**src/rtl/lcd_frame_pkg.sv**
```systemverilog
// Shared definitions for the LCD frame builder: word layout, character codes, FSM encoding.
// FRAME_DOUBLE_BUF_EN adds the SWAP state used by the double-buffered build.
package lcd_frame_pkg;

    localparam int unsigned WORD_W    = 11;
    localparam int unsigned RS_BIT    = 9;
    localparam int unsigned RW_BIT    = 8;
    localparam int unsigned FRAME_LEN = 11;
    localparam int unsigned IDX_W     = 4;

    localparam logic [7:0] CHAR_COLON = 8'h3A;
    localparam logic [7:0] CHAR_SPACE = 8'h20;
    localparam logic [7:0] CHAR_STAR  = 8'h2A;
    localparam logic [7:0] CHAR_QMARK = 8'h3F;
    localparam logic [7:0] CHAR_ZERO  = 8'h30;

`ifdef FRAME_DOUBLE_BUF_EN
    typedef enum logic [1:0] {
        S_IDLE  = 2'd0,
        S_LATCH = 2'd1,
        S_WRITE = 2'd2,
        S_SWAP  = 2'd3
    } state_t;
`else
    typedef enum logic [1:0] {
        S_IDLE  = 2'd0,
        S_LATCH = 2'd1,
        S_WRITE = 2'd2
    } state_t;
`endif

    // RW is always 0 (write) and bit 10 reserved 0
    function automatic logic [WORD_W-1:0] make_word(input logic rs, input logic [7:0] db);
        logic [WORD_W-1:0] w;
        w         = '0;
        w[RS_BIT] = rs;
        w[RW_BIT] = 1'b0;
        w[7:0]    = db;
        return w;
    endfunction

    // Power-on frame: "00:00:00" with alarm off; entries past the frame read as 0
    function automatic logic [WORD_W-1:0] default_word(input int unsigned idx,
                                                       input logic [7:0] ddram);
        logic [WORD_W-1:0] w;
        case (idx)
            0:                  w = make_word(1'b0, ddram);
            1, 2, 4, 5, 7, 8:   w = make_word(1'b1, CHAR_ZERO);
            3, 6:               w = make_word(1'b1, CHAR_COLON);
            9, 10:              w = make_word(1'b1, CHAR_SPACE);
            default:            w = '0;
        endcase
        return w;
    endfunction

endpackage

```
**src/rtl/bcd_to_ascii.sv**
```systemverilog
// One BCD digit to its ASCII character; non-decimal codes show as '?'.
module bcd_to_ascii
    import lcd_frame_pkg::*;
(
    input  logic [3:0] bcd,
    output logic [7:0] ascii
);

    assign ascii = (bcd <= 4'd9) ? (CHAR_ZERO + 8'(bcd)) : CHAR_QMARK;

endmodule

```
**src/rtl/lcd_frame_builder.sv**
```systemverilog
// Builds the 11-entry LCD command frame (DDRAM address + "HH:MM:SS" + alarm marker).
// FRAME_DOUBLE_BUF_EN selects two banks swapped on i_frame_done instead of in-place writes.
module lcd_frame_builder
    import lcd_frame_pkg::*;
#(
    parameter int unsigned WIDTH_MEM = 4,
    parameter logic [7:0]  DDRAM_POS = 8'h80
) (
    input  logic                 i_clk,
    input  logic                 i_rst_n,
    input  logic                 i_update,
    input  logic [7:0]           i_hours,
    input  logic [7:0]           i_minutes,
    input  logic [7:0]           i_seconds,
    input  logic                 i_alarm_on,
    input  logic                 i_frame_done,
    input  logic [WIDTH_MEM-1:0] i_rd_addr,
    output logic [WORD_W-1:0]    o_rd_command,
    output logic [WIDTH_MEM-1:0] o_addr_begin,
    output logic [WIDTH_MEM-1:0] o_addr_end,
    output logic                 o_busy
);

    localparam int unsigned DEPTH = 2 ** WIDTH_MEM;
`ifdef FRAME_DOUBLE_BUF_EN
    localparam int unsigned BANK_W = 1;
`else
    localparam int unsigned BANK_W = 0;
`endif
    localparam int unsigned MEM_AW    = WIDTH_MEM + BANK_W;
    localparam int unsigned MEM_DEPTH = 2 ** MEM_AW;

    state_t             state_q, state_d;
    logic               pending_q, pending_d;
    logic               busy_d;
    logic               wr_en;
    logic               last_write;
    logic [IDX_W-1:0]   idx_q;
    logic [7:0]         hours_q, minutes_q, seconds_q;
    logic               alarm_q;
    logic [WORD_W-1:0]  wr_word;
    logic [MEM_AW-1:0]  wr_addr, rd_addr;
    logic [WORD_W-1:0]  mem [MEM_DEPTH];
    logic [3:0]         digit [6];
    logic [7:0]         ascii [6];

    assign o_addr_begin = '0;
    assign o_addr_end   = WIDTH_MEM'(FRAME_LEN - 1);
    assign last_write   = (idx_q == IDX_W'(FRAME_LEN - 1));

    // Digit converters on the latched time, ordered as they appear on screen
    assign digit[0] = hours_q[7:4];
    assign digit[1] = hours_q[3:0];
    assign digit[2] = minutes_q[7:4];
    assign digit[3] = minutes_q[3:0];
    assign digit[4] = seconds_q[7:4];
    assign digit[5] = seconds_q[3:0];

    for (genvar g = 0; g < 6; g++) begin : g_digit
        bcd_to_ascii u_bcd_to_ascii (
            .bcd   (digit[g]),
            .ascii (ascii[g])
        );
    end

`ifdef FRAME_DOUBLE_BUF_EN
    logic active_q;
    logic swap_en;
    assign wr_addr = {~active_q, WIDTH_MEM'(idx_q)};
    assign rd_addr = {active_q, i_rd_addr};
`else
    logic frame_done_unused;
    assign frame_done_unused = i_frame_done;
    assign wr_addr = WIDTH_MEM'(idx_q);
    assign rd_addr = i_rd_addr;
`endif

    // State register
    always_ff @(posedge i_clk or negedge i_rst_n) begin
        if (!i_rst_n) begin
            state_q   <= S_IDLE;
            pending_q <= 1'b0;
        end else begin
            state_q   <= state_d;
            pending_q <= pending_d;
        end
    end

    // Next-state; any request while not idle folds into the single pending slot
    always_comb begin
        state_d   = state_q;
        pending_d = pending_q;
        if (state_q != S_IDLE && i_update) begin
            pending_d = 1'b1;
        end
        case (state_q)
            S_IDLE: begin
                pending_d = 1'b0;
                if (i_update || pending_q) begin
                    state_d = S_LATCH;
                end
            end
            S_LATCH: state_d = S_WRITE;
            S_WRITE: begin
                if (last_write) begin
`ifdef FRAME_DOUBLE_BUF_EN
                    state_d = S_SWAP;
`else
                    state_d = S_IDLE;
`endif
                end
            end
`ifdef FRAME_DOUBLE_BUF_EN
            S_SWAP: begin
                if (i_frame_done) begin
                    state_d = S_IDLE;
                end
            end
`endif
            default: state_d = S_IDLE;
        endcase
    end

    // Outputs; busy stays up across a queued rebuild so there is no gap
    always_comb begin
        busy_d = (state_d != S_IDLE) || pending_d;
        wr_en  = (state_q == S_WRITE);
`ifdef FRAME_DOUBLE_BUF_EN
        swap_en = (state_q == S_SWAP) && i_frame_done;
`endif
    end

    // Character for the entry currently being written
    always_comb begin
        wr_word = '0;
        case (idx_q)
            4'd0:    wr_word = make_word(1'b0, DDRAM_POS);
            4'd1:    wr_word = make_word(1'b1, ascii[0]);
            4'd2:    wr_word = make_word(1'b1, ascii[1]);
            4'd3:    wr_word = make_word(1'b1, CHAR_COLON);
            4'd4:    wr_word = make_word(1'b1, ascii[2]);
            4'd5:    wr_word = make_word(1'b1, ascii[3]);
            4'd6:    wr_word = make_word(1'b1, CHAR_COLON);
            4'd7:    wr_word = make_word(1'b1, ascii[4]);
            4'd8:    wr_word = make_word(1'b1, ascii[5]);
            4'd9:    wr_word = make_word(1'b1, CHAR_SPACE);
            4'd10:   wr_word = make_word(1'b1, alarm_q ? CHAR_STAR : CHAR_SPACE);
            default: wr_word = '0;
        endcase
    end

    // Datapath: shadow time, write index, busy flag and frame storage
    always_ff @(posedge i_clk or negedge i_rst_n) begin
        if (!i_rst_n) begin
            busy_q_reset();
        end else begin
            o_busy <= busy_d;
            if (state_q == S_LATCH) begin
                hours_q   <= i_hours;
                minutes_q <= i_minutes;
                seconds_q <= i_seconds;
                alarm_q   <= i_alarm_on;
                idx_q     <= '0;
            end else if (wr_en) begin
                idx_q <= idx_q + IDX_W'(1);
            end
            if (wr_en) begin
                mem[wr_addr] <= wr_word;
            end
`ifdef FRAME_DOUBLE_BUF_EN
            if (swap_en) begin
                active_q <= ~active_q;
            end
`endif
        end
    end

    task automatic busy_q_reset();
        o_busy    <= 1'b0;
        hours_q   <= '0;
        minutes_q <= '0;
        seconds_q <= '0;
        alarm_q   <= 1'b0;
        idx_q     <= '0;
        for (int unsigned i = 0; i < MEM_DEPTH; i++) begin
            mem[i] <= default_word(i % DEPTH, DDRAM_POS);
        end
`ifdef FRAME_DOUBLE_BUF_EN
        active_q  <= 1'b0;
`endif
    endtask

    assign o_rd_command = mem[rd_addr];

endmodule

```
**config.mk**
```make
export PLATFORM = sky130hd
export DESIGN_NAME = lcd_frame_builder
export DESIGN_NICKNAME = d
export VERILOG_FILES = /design/src/rtl/lcd_frame_pkg.sv /design/src/rtl/bcd_to_ascii.sv /design/src/rtl/lcd_frame_builder.sv
export SDC_FILE = /design/constraint.sdc
export NUM_CORES = 1
export LEC_CHECK = 0
export CAP_MARGIN = 20
export CORE_ASPECT_RATIO = 0.6
export CORE_UTILIZATION = 40
export DETAILED_ROUTE_END_ITERATION = 7
export PLACE_DENSITY_LB_ADDON = 0.12
export SLEW_MARGIN = 40
export SYNTH_ARGS = -nofsm -noshare
export SYNTH_HDL_FRONTEND = slang
export SYNTH_HIERARCHICAL = 1
export SYNTH_SLANG_ARGS = --single-unit
```
**constraint.sdc**
```tcl
create_clock -name i_clk -period 1.59 [get_ports i_clk]
set_input_delay 0.318 -clock i_clk [delete_from_list [all_inputs] [get_ports i_clk]]
set_output_delay 0.318 -clock i_clk [all_outputs]
set_load 0.05 [all_outputs]
```
[Yosys cells after proc, flatten, opt, wreduce, memory -nomap -nowiden]
Index checks and enable logic that the tools add are counted.
Storage, ports and cells
  register bits after elaboration: 209
  bits of input ports: 33
Cells by class
  $add $sub $neg: 7
  order comparisons: 9
  eq/ne operators: 12
  mux-type cells: 21
  bitwise gates (word level): 2
  reduce and logical (&&, ||, !) cells: 10
Operator list (count)
  176-bit bitwise mux: 1
  10-bit case mux with 10 select lines: 1
  8-bit 2-to-1 mux: 6
  11-bit binary-select mux with 4-bit select: 1
  11-bit demux with 4-bit select: 1
  6-bit by 4-bit adder with 7-bit output (first input constant): 6
  11-bit 2-to-1 mux: 3
  4-bit less-or-equal comparator (second input constant): 6
  4-bit by 3-bit == test with 1-bit output (second input constant): 4
  4-bit == test (second input constant): 3
  4-bit 2-to-1 mux: 3
  5-bit greater-or-equal comparator (second input constant): 2
  4-bit NOT with 5-bit output: 2
  4-bit by 2-bit == test with 1-bit output (second input constant): 2
  2-bit case mux with 3 select lines: 1
  2-bit nonzero test: 3
  5-bit by 1-bit < comparator with 1-bit output (second input constant): 1
  4-bit by 1-bit adder with 4-bit output (second input constant): 1
  4-bit by 1-bit == test with 1-bit output (second input constant): 1
  4-bit zero test: 1
  2-bit 2-to-1 mux: 2
  2-bit by 1-bit == test with 1-bit output (second input constant): 1
  2-bit == test (second input constant): 1
  1-bit logical AND: 2
  4 further kinds: 6

[Depth between registers and ports, before layout]
Gate-level depths: netlist of run 1.
  depth in word-level cells: 6
  mapped depth: 8
  depth with buffers taken out: 6

[Hierarchy]
Netlist of run 1, hierarchy kept.
Modules (own cells, without submodules)
  lcd_frame_builder: instances 1, cells each 692, area an instance 8315.5 µm², sequential area each 4470.5 µm²
  bcd_to_ascii: instances 6, cells each 11, area an instance 67.6 µm², sequential area each 0.0 µm²

[Worst setup path after synthesis of run 1]
Ideal clock, no wire load.
  path type: input to output
  start: in i_rd_addr[0]
  end: out o_rd_command[9]
  arrival time: 1620 ps
  slack: -348 ps
  cell stages on the path: 5
  path buffers: 2
  cell sequence: buf_6 -> buf_4 -> mux4_2 -> a22oi_1 -> nand2_1
Between the ends
  cells in the longest elaborated chain, start to end: 4
RTL lines
  start: declaration: line lcd_frame_builder.sv:17  | input logic [WIDTH_MEM-1:0] i_rd_addr,
  4-bit NOT with 5-bit output (not written as such): line lcd_frame_builder.sv:193  | assign o_rd_command = mem[rd_addr];
  11-bit binary-select mux with 4-bit select: line lcd_frame_builder.sv:193
  11-bit 2-to-1 mux (not written as such) (2 in a row): line lcd_frame_builder.sv:193
  end: declaration: line lcd_frame_builder.sv:18  | output logic [WORD_W-1:0] o_rd_command,
No other way between the ends. The select of a mux whose other input is x is not followed.

[Worst setup path in the final report of run 1]
  start: reg mem[168] (netlist bit)
  end: out o_rd_command[3]
Between the ends
  cells in the longest elaborated chain, start to end: 3
RTL lines
  start: declaration: line lcd_frame_builder.sv:43  | logic [WORD_W-1:0] mem [MEM_DEPTH];
  start signal: indexed assignment: line lcd_frame_builder.sv:168  | mem[wr_addr] <= wr_word;
  11-bit binary-select mux with 4-bit select: line lcd_frame_builder.sv:193
  11-bit 2-to-1 mux (not written as such) (2 in a row): line lcd_frame_builder.sv:193
No other way between the ends. The select of a mux whose other input is x is not followed.

==> metrics.md, run 1 <==
| Metric | Value |
|---|---|
| HPWL Detailed | `~17,000 µm` |
| WP data required | `approximately 1300 ps` |
| # diodes | `0` |
| Share of the synthesized area in the top cell type | `0.413` |
| Hold Crit Class | `input port to async pin` |
| CTS buffer count | `17` |
| Routed wire length | `about 27,000 µm` |
| Synth Flop Type | `dfrtp_1` |
| Largest area contributor in the netlist | `dfrtp_1` |
| Pwr Density | `1940 mW/mm²` |
| Worst R2R Start | `idx_q[1]` |
| Final period utilization | `1.46` |
| Initial core utilization | `0.412` |
| Core area | `0.0212 mm²` |
| Final setup fails | `~130` |
| Async S/R FF share, synth | `1.00` |
| Cells on worst reg2reg path | `11` |
| IO Pins | `53` |
| Overflow after GRT | `0` |
| Layout cells sized above 1 | `0.558` |
| Reg-to-reg endpoint | `mem[169]` |
| Final hold violations | `0` |
| Skew final | `between 9 and 10 ps` |
| Die width | `~190 µm` |
| Dpl cells | `approximately 1,100` |
| Endpoint class of the critical path | `output port` |
| Synthesis-to-finish area growth | `50.6%` |
| Fin. max-slew vios | `0` |
| Post-synth cell types | `58` |
| Vias | `6,715` |
| Max Fanout on Critical Path | `2` |
| Status | `finished, violations left` |
| Max Fclk | `432 MHz` |
| Routed vias/inst | `~5.4` |
| Port bufs | `slightly above 40` |
| Clock Root Buffer | `clkbuf_16` |
| Crit Path Category | `flop to output port` |
| Number of global-route vias before repair | `~7,000` |
| Post-Syn Instances | `between 700 and 800` |
| CTS tree | `done` |
| R2R Setup Slk | `-330 ps` |
| First-pass GRT wire length | `between 40,000 and 50,000 µm` |
| Die Ht | `roughly 120 µm` |
| Worst-Margin Slew | `around 650 ps` |
| RSZ-0062 raised after global routing | `true` |
| Worst Path Arrival | `approximately 2000 ps` |
| Post-synth EDFFs | `0` |
| Cell Area, Synth | `between 0.008 and 0.009 mm²` |
| Worst VDD drop | `approximately 0.00087 V` |
| Worst path bufs/invs | `1` |
| Max incr delay on CP | `around 600 ps` |
| Post-synthesis area per instance | `roughly 12 µm²` |
| H-tree levels | `4` |
| Largest net degree at the start of global routing | `43` |
| Max-slew headroom | `0.569` |
| Leakage | `roughly 0.0055 µW` |
| Synth cell count leaders | `144 x dfrtp_1, 60 x nand2_1, 53 x nor2_1, 45 x o21ai_0` |
| Dominant cells by area after synthesis | `dfrtp_1 41%, dfstp_2 9.9%, mux4_2 5.4%` |
| Critical Path Source Type | `flop` |
| Clock buffer depth | `2` |
| Critical path's top delay family | `multiplexers` |
| Worst-Skew Late Latency | `roughly 450 ps` |
| Starting DRT DRC Count | `between 400 and 500` |
| Synth warnings | `6` |
| Die area | `about 0.022 mm²` |
| TritonRoute pass-1 iters | `6` |
| Period minus WS final | `2310 ps` |
| Initial antenna violation count | `0` |
| Remaining DRCs | `2` |
| # rows | `41` |
| Final Non-Filler Cells | `~1,200` |
| Crit path max-delay cell type | `mux4_4` |
| Clock input transition at the sequential cells of the worst setup and hold paths | `70 ps` |
| Fin Setup TNS | `-25,540 ps` |
| Most frequent cell after synthesis | `dfrtp_1` |
| CTS Sinks | `177` |
| Layout net count | `between 900 and 1,000` |
| CP cell instances | `mux4_4, a22oi_2, nand2_4, buf_8` |
| Max_cap viols | `0` |
| Register area share after synthesis | `0.513` |
| Failing checks | `design-rule violations, negative setup slack` |
| Post-route setup slack | `-725 ps` |
| Placer congestion estimate | `around 0.83` |
| Total GRT Usage | `0.245` |
| Routed length per instance | `21.7 µm` |
| ANT nets after route | `0` |
| FF+latch count, synth | `~180` |
-- where the power goes --
| part | internal, µW | leakage (µW) | switching, µW |
|---|---|---|---|
| Sequential | 6220 | 0.00213 | 1130 |
| Combinational | 6790 | 0.00312 | 6750 |
| Clock | 2690 | 0.000296 | 1930 |
-- layout make-up --
| cell class | instances | area (µm²) |
|---|---|---|
| Clock inverter | 14 | 201 |
| Inverter | 10 | 42.5 |
| Sequential cell | 177 | 4480 |
| Tap cell | 279 | 349 |
| Timing Repair Buffer | 241 | 2700 |
| Clock buffer | 18 | 439 |
| Multi-Input combinational cell | 509 | 4930 |
| Fill cell | 1589 | 8050 |
-- cells by family after synthesis --
family	synth area share
and+or+nand+nor	0.138
DFF	0.513
buffers and inverters	0.0677
muxes	0.135
AOI/OAI and AO/OA	0.129
other	0.00603
adders and majority gates	0.0115
-- state kept, by name, summed over array words and instances, names as in the netlist --
register   flops
hours_q        8
mem          144
seconds_q      8
alarm_q        1
state_q        2
minutes_q      8
pending_q      1
o_busy         1
idx_q          4
-- through the flow --
stage               hold slack (ps)   util  worst slack (ps)  instance area, µm²  total power, µW
finish                          370  0.620              -725               13100            25500
global route                    412  0.620              -769               13100            26800
CTS                             384  0.569              -741               12000            23200
detailed placement              285  0.489              -752               10400            16000
global placement                282  0.489              -715               10400            15700
floorplan                      22.4      -              -154                9050            12400
-- metal layers --
metal | up-vias | wire length [µm] | track usage | part of all wire
met2 | 152 | 12100 | 0.362 | 0.45
li1 | 3023 | - | - | -
met3 | 33 | 1470 | 0.0526 | 0.054
met4 | 0 | 534 | 0.0735 | 0.020
met5 | - | 0 | 0 | 0
met1 | 3507 | 13000 | 0.362 | 0.48
-- how the worst max path moves through the flow --
stage | endpoint | from | depth (start not counted) | slack (ps)
after floorplan | o_rd_command[0] | i_rd_addr[0] | 5 | -150
after global placement | o_rd_command[3] | i_rd_addr[1] | 6 | -710
after detailed placement | o_rd_command[3] | i_rd_addr[1] | 6 | -750
after CTS | o_rd_command[3] | mem[168] | 4 | -740
after global routing | o_rd_command[3] | mem[157] | 4 | -770
final | o_rd_command[3] | mem[168] | 4 | -720
-- cells in the final DEF (no fill, tap or decap), drive strengths merged, types with 6 or more instances in the layout --
| master | count |
|---|---|
| a221oi | 6 |
| mux2 | 25 |
| o21ai | 53 |
| dfrtp | 144 |
| and2 | 42 |
| buf | 205 |
| a21o | 14 |
| nand3 | 12 |
| a22oi | 27 |
| nor3 | 12 |
| conb | 34 |
| dfstp | 33 |
| nand2b | 29 |
| ha | 8 |
| clkdlybuf4s50 | 28 |
| clkbuf | 24 |
| a31oi | 18 |
| nor2 | 56 |
| inv | 13 |
| nand2 | 61 |
| mux4 | 36 |
| a21oi | 35 |
-- what timing repair did --
action / in CTS / in global routing
gates resized for setup: 188 / 155
hold buffers: 1 / 0
cloned: 2 / 8
setup buffers: 43 / 39
endpoints found under the hold margin: 26 / 0
pin swaps: 67 / 59
endpoints found under the setup margin: 143 / 152
(Power assumes the default switching activity.)
==> run 2, diff against run 1 <==
Settings changed: SKIP_LAST_GASP set to 1.
==> run 2 against run 1 <==
- the flow still finishes with violations (design-rule violations, negative setup slack)
- highest routed layer unchanged
- clock skew down 2.1 ps
- largest cell class unchanged
- critical path type unchanged
- global-route usage fell by 0.13 points
- critical path depth unchanged
- sequential power hardly changed
- setup slack gained 15 ps
==> metrics.md, run 2 (same netlist as run 1, synthesis figures left out) <==
| Metric | Value |
|---|---|
| Max reg flops | `144 (unchanged)` |
| Clock buffer depth | `2 (unchanged)` |
| ANT nets after route | `0 (unchanged)` |
| Max Fclk | `435 MHz (+0.65%)` |
| Initial antenna violation count | `0 (unchanged)` |
| Routed length per instance | `21.3 µm (-1.8%)` |
| Cell Area, Placed | `0.0104 mm² (unchanged)` |
| P_sw | `9480 µW (-3.4%)` |
| HPWL Detailed | `17,300 µm (unchanged)` |
| TritonRoute pass-1 iters | `7 (+1)` |
| Skew final | `6.98 ps (-2.14 ps)` |
| Critical Path Source Type | `flop` |
| Fin Hold WS | `375 ps (+5.09 ps)` |
| R2R Setup Slk | `-310 ps (+20 ps)` |
| Die width | `193 µm (unchanged)` |
| CTS buffer count | `17 (unchanged)` |
| Status | `finished, violations left` |
| Max_cap viols | `0 (unchanged)` |
| Clock share of power | `0.186 (+0.005)` |
| Pwr Density | `1940 mW/mm² (-0.31%)` |
| Remaining DRCs | `2 (unchanged)` |
| # diodes | `0 (unchanged)` |
| Reg-to-reg endpoint | `mem[89]` |
| Cells on worst reg2reg path | `10 (-1)` |
| Final Non-Filler Cells | `1,237 (-0.88%)` |
| Leakage | `0.00543 µW (-2.1%)` |
| Design area | `0.0128 mm² (-2.4%)` |
| Layout cells sized above 1 | `0.528 (-0.0301)` |
| WP data required | `1270 ps (about the same)` |
| RSZ-0062 raised after global routing | `true` |
| Max Fanout on Critical Path | `2 (unchanged)` |
| Biggest register | `mem` |
| Max-slew headroom | `0.590 (+0.0213)` |
| Final setup fails | `104 (-19%)` |
| Final period utilization | `1.45 (-0.00940)` |
| Worst-Margin Slew | `615 ps (-32.0 ps)` |
| Hold Crit Class | `input port to async pin` |
| CTS tree | `done` |
| Die Ht | `116 µm (unchanged)` |
| Combinational power share | `0.520 (-0.011)` |
| Failing checks | `design-rule violations, negative setup slack` |
| Layout net count | `986 (-1.1%)` |
| Largest net degree at the start of global routing | `43 (unchanged)` |
| Overflow after GRT | `0 (unchanged)` |
| Worst Path Arrival | `1980 ps (-20 ps)` |
| H-tree levels | `4 (unchanged)` |
| Worst-Skew Late Latency | `440 ps (about the same)` |
| Number of global-route vias before repair | `6,862 (-0.98%)` |
| Post-Place Setup Slack | `-752 ps (unchanged)` |
| Port bufs | `41 (unchanged)` |
| Routed wire length | `26,400 µm (-2.7%)` |
| Placer congestion estimate | `0.832 (unchanged)` |
| Die area | `0.0224 mm² (unchanged)` |
| Total GRT Usage | `0.244 (-0.00127)` |
| Core area | `0.0212 mm² (unchanged)` |
| Vias | `6,617 (-1.5%)` |
| IO Pins | `53 (unchanged)` |
| First-pass GRT wire length | `40,000 µm (-0.55%)` |
| Crit Path Category | `flop to output port` |
| Sequential fraction of design power | `0.295 (+0.007)` |
| Endpoint class of the critical path | `output port` |
| CTS Sinks | `177 (unchanged)` |
| Routed vias/inst | `5.35 (-0.58%)` |
| Most frequent cells in the layout | `140 x dfrtp_1, 103 x buf_4, 54 x buf_6, 44 x nand2_1, 43 x nor2_1` |
| Starting DRT DRC Count | `436 (+3.8%)` |
| # rows | `41 (unchanged)` |
| Clock Root Buffer | `clkbuf_16` |
| Pwr Total | `24,800 µW (-2.7%)` |
| Final hold violations | `0 (unchanged)` |
| Worst R2R Start | `idx_q[1]` |
| Most common cell after layout, fill and taps aside | `dfrtp_1` |
| Cell internal pwr | `15,400 µW (-2.2%)` |
| Fin. max-slew vios | `0 (unchanged)` |
| Synthesis-to-finish area growth | `47.0%` |
| Dpl cells | `1,136 (unchanged)` |
| Sw Share | `0.382 (-0.00291)` |
| Period minus WS final | `2300 ps (-15.0 ps)` |
| Clock input transition at the sequential cells of the worst setup and hold paths | `70 ps (about the same)` |
| Initial core utilization | `0.412 (unchanged)` |
| Worst VDD drop | `0.000950 V (+9.1%)` |
| Post-route setup slack | `-710 ps (+15.0 ps)` |
[run 2: what timing repair did]
| action | CTS | global route |
|---|---|---|
| gates cloned | 2 | 6 |
| hold buffers | 1 | 0 |
| gates resized for setup | 159 | 130 |
| setup endpoints to repair | 143 | 152 |
| buffers inserted | 43 | 29 |
| pin swaps | 65 | 46 |
| endpoints found under the hold margin | 26 | 0 |
[run 2: how the worst max path moves through the flow]
stage | startpoint | to | slack, ps
2_1_floorplan | i_rd_addr[0] | o_rd_command[0] | -150
6_report | mem[146] | o_rd_command[3] | -710
4_1_cts | mem[168] | o_rd_command[3] | -740
3_5_place_dp | i_rd_addr[1] | o_rd_command[3] | -750
5_1_grt | mem[157] | o_rd_command[3] | -760
3_3_place_gp | i_rd_addr[1] | o_rd_command[3] | -710
[run 2: area by class of cell]
type                            instances  area [µm²]
Fill cell                            1630        8360
Multi-Input combinational cell        509        4770
Sequential cell                       177        4480
Timing Repair Buffer                  230        2540
Clock buffer                           18         439
Tap cell                              279         349
Clock inverter                         14         201
Inverter                               10        42.5
[run 2: critical path, cell delays in order (launching register included)]
cell and delay, ps:
dfrtp_1 380, mux4_4 600, a22oi_2 300, nand2_4 90, buf_8 160
[run 2: through the flow]
stage,util,TNS [ps]
2_1_floorplan,-,-1590
3_3_place_gp,0.489,-18240
3_5_place_dp,0.489,-22440
4_1_cts,0.564,-20940
5_1_grt,0.605,-30540
6_report,0.605,-23800
[run 2: power groups by stage]
stage	clock network [µW]	logic, µW	registers, µW
final	4620	12900	7320
after global routing	4860	13700	7520
after CTS	4680	11000	7270
after detailed placement	0	8670	7300
after global placement	0	8430	7270
after floorplan	0	5470	6930
[run 2: routing by layer]
metal  vias up  part of all wire  global-route usage
met4         0             0.022              0.0761
met1      3421              0.49               0.363
li1       3000                 -                   -
met3        40             0.048              0.0532
met5         -                 0                   0
met2       156              0.44               0.355
==> run 3, diff against run 2 <==
Settings changed: DONT_BUFFER_PORTS set to 1.
==> run 3 against run 2 <==
- largest cell class unchanged
- clock power fell by 4.5%
- wire length decreased by 3.6%
- utilization decreased by 2.4 points
- sequential share of layout area up 1.4 points
- the run ends with design-rule violations, negative hold slack, negative setup slack left
- sequential power decreased by 1%
- first-iteration DRC count shrank 0.23%
- setup slack better by 68 ps
- count of clock-buffer cells in the layout stayed put
- register-to-register slack got worse by 20 ps
- non-clock buffer count fell by 63
==> metrics.md, run 3 (same netlist as run 1, synthesis figures left out) <==
| Metric | Value |
|---|---|
| Worst Path Arrival | `1910 ps (-70 ps)` |
| Largest net degree at the start of global routing | `178 (+310%)` |
| Max reg flops | `144 (unchanged)` |
| Routed vias/inst | `5.46 (+2.0%)` |
| Starting DRT DRC Count | `435 (-0.23%)` |
| Final period utilization | `1.40 (-0.0430)` |
| Initial core utilization | `0.412 (unchanged)` |
| Die Ht | `116 µm (unchanged)` |
| Critical Path Source Type | `flop` |
| TritonRoute pass-1 iters | `7 (unchanged)` |
| Fin. max-slew vios | `0 (unchanged)` |
| Status | `finished, violations left` |
| CTS Sinks | `177 (unchanged)` |
| Fin Setup TNS | `-26,040 ps (-2240 ps)` |
| Skew final | `7.74 ps (+0.766 ps)` |
| Placer congestion estimate | `0.813 (-2.3%)` |
| Post-Place Setup Slack | `-320 ps (+432 ps)` |
| Routed length per instance | `21.7 µm (+1.6%)` |
| Combinational power share | `0.526 (+0.006)` |
| Clock buffer depth | `2 (unchanged)` |
| Sequential fraction of design power | `0.294 (about the same)` |
| Most frequent cells in the layout | `142 x dfrtp_1, 86 x buf_4, 44 x nor2_1, 43 x buf_6, 39 x nand2_1` |
| Crit Path Category | `flop to output port` |
| Failing checks | `design-rule violations, negative hold slack, negative setup slack` |
| Vias | `6,407 (-3.2%)` |
| Design area | `0.0123 mm² (-4.0%)` |
| Overflow after GRT | `0 (unchanged)` |
| Endpoint class of the critical path | `output port` |
| Core area | `0.0212 mm² (unchanged)` |
| Worst path bufs/invs | `0 (-1)` |
| Initial antenna violation count | `0 (unchanged)` |
| H-tree levels | `4 (unchanged)` |
| Worst-Skew Late Latency | `440 ps (about the same)` |
| Layout cells sized above 1 | `0.539 (+0.0104)` |
| Max Fclk | `448 MHz (+3.1%)` |
| HPWL Detailed | `16,100 µm (-6.8%)` |
| CTS buffer count | `17 (unchanged)` |
| Final hold violations | `177 (+177)` |
| Worst-Margin Slew | `666 ps (+51.2 ps)` |
| Most common cell after layout, fill and taps aside | `dfrtp_1` |
| Post-route setup slack | `-641 ps (+68.4 ps)` |
| Worst VDD drop | `0.000885 V (-6.9%)` |
| Critical path's top delay family | `multiplexers` |
| Crit path max-delay cell type | `mux4_4` |
| Cell internal pwr | `15,200 µW (-1.1%)` |
| P_sw | `9370 µW (-1.2%)` |
| WP data required | `1270 ps (about the same)` |
| RSZ-0062 raised after global routing | `true` |
| Layout net count | `923 (-6.4%)` |
| Clock Root Buffer | `clkbuf_16` |
| Die area | `0.0224 mm² (unchanged)` |
| Pwr Total | `24,500 µW (-1.2%)` |
| Clock input transition at the sequential cells of the worst setup and hold paths | `70 ps (about the same)` |
| Leakage | `0.00520 µW (-4.2%)` |
| ANT nets after route | `0 (unchanged)` |
| Biggest register | `mem` |
| Pwr Density | `1990 mW/mm² (+2.9%)` |
| Period minus WS final | `2230 ps (-68.4 ps)` |
| Synthesis-to-finish area growth | `41.2%` |
| Max incr delay on CP | `590 ps (about the same)` |
| # rows | `41 (unchanged)` |
| Remaining DRCs | `2 (unchanged)` |
| Die width | `193 µm (unchanged)` |
| Total GRT Usage | `0.234 (-0.0101)` |
| Clock share of power | `0.180 (-0.006)` |
| IO Pins | `53 (unchanged)` |
| Max Fanout on Critical Path | `2 (unchanged)` |
| Fin Hold WS | `-430 ps (-805 ps)` |
| Final setup fails | `119 (+14%)` |
| Max_cap viols | `0 (unchanged)` |
| Max-slew headroom | `0.554 (-0.0362)` |
| Cell Area, Placed | `0.00987 mm² (-4.7%)` |
| Filler cells | `1,617 (-0.80%)` |
| # diodes | `0 (unchanged)` |
| Number of global-route vias before repair | `6,538 (-4.7%)` |
| CP cell instances | `mux4_4, a22oi_2, nand2_4` |
| First-pass GRT wire length | `38,200 µm (-4.5%)` |
| Sw Share | `0.382 (about the same)` |
| Routed wire length | `25,400 µm (-3.6%)` |
| CTS tree | `done` |
| Hold Crit Class | `input port to async pin` |
| Port bufs | `0 (-100%)` |
[run 3: power groups by stage]
| stage | Sequential, µW | Combinational [µW] | Clock, µW |
|---|---|---|---|
| 2_1_floorplan | 6930 | 5470 | 0 |
| 3_3_place_gp | 7080 | 8430 | 0 |
| 3_5_place_dp | 7190 | 8600 | 0 |
| 4_1_cts | 7150 | 10900 | 4490 |
| 5_1_grt | 7410 | 13700 | 4670 |
| 6_report | 7230 | 12900 | 4410 |
[run 3: per-layer routing]
metal	global-route usage	share of wire	vias up
met5	0	0	-
met4	0.0693	0.017	0
met3	0.0559	0.051	34
met2	0.341	0.45	165
met1	0.345	0.48	3329
li1	-	-	2879
[run 3: through the flow]
stage / cells / hold slack (ps) / util
final: 1174 / -430 / 0.581
after global routing: 1174 / -443 / 0.581
after CTS: 1158 / -448 / 0.546
after detailed placement: 1087 / 28.2 / 0.466
after global placement: 1087 / 28.3 / 0.466
after floorplan: 778 / 22.4 / -
[run 3: worst paths after layout]
| kind | slack, ps | to | start | cells past startpoint |
|---|---|---|---|---|
| max in group asynchronous | 1650 | mem[81] | i_rst_n | 0 |
| min in group i_clk | 20 | seconds_q[4] | i_seconds[4] | 1 |
| worst max register to register | -330 | mem[47] | idx_q[1] | 7 |
| worst max-delay path | -640 | o_rd_command[3] | mem[168] | 3 |
| worst min-delay path | -430 | o_busy | i_rst_n | 0 |
| worst min register to register | 480 | mem[48] | mem[48] | 2 |
[run 3: layout make-up]
class                      count  area [µm²]  area share
clock buffer                  18         429      0.0349
timing repair buffer         167        1920       0.156
clock inverter                14         176      0.0143
multi-input combinational    509        4930       0.400
tap                          279         349      0.0284
sequential                   177        4470       0.363
inverter                      10        42.5     0.00345
[run 3: worst register-to-register path: stages (launching register included)]
cell      delay, ps
dfrtp_2         440
buf_6           130
ha_4            170
buf_12          140
nor2b_4         120
a311o_1         410
a211oi_2        270
o21ai_1         110
[run 3: repair_timing]
item / CTS / global route
hold endpoints to repair: 177 / 177
pin swaps: 64 / 53
resized for setup: 169 / 133
gates cloned: 7 / 1
buffers inserted: 37 / 26
setup endpoints to repair: 131 / 149
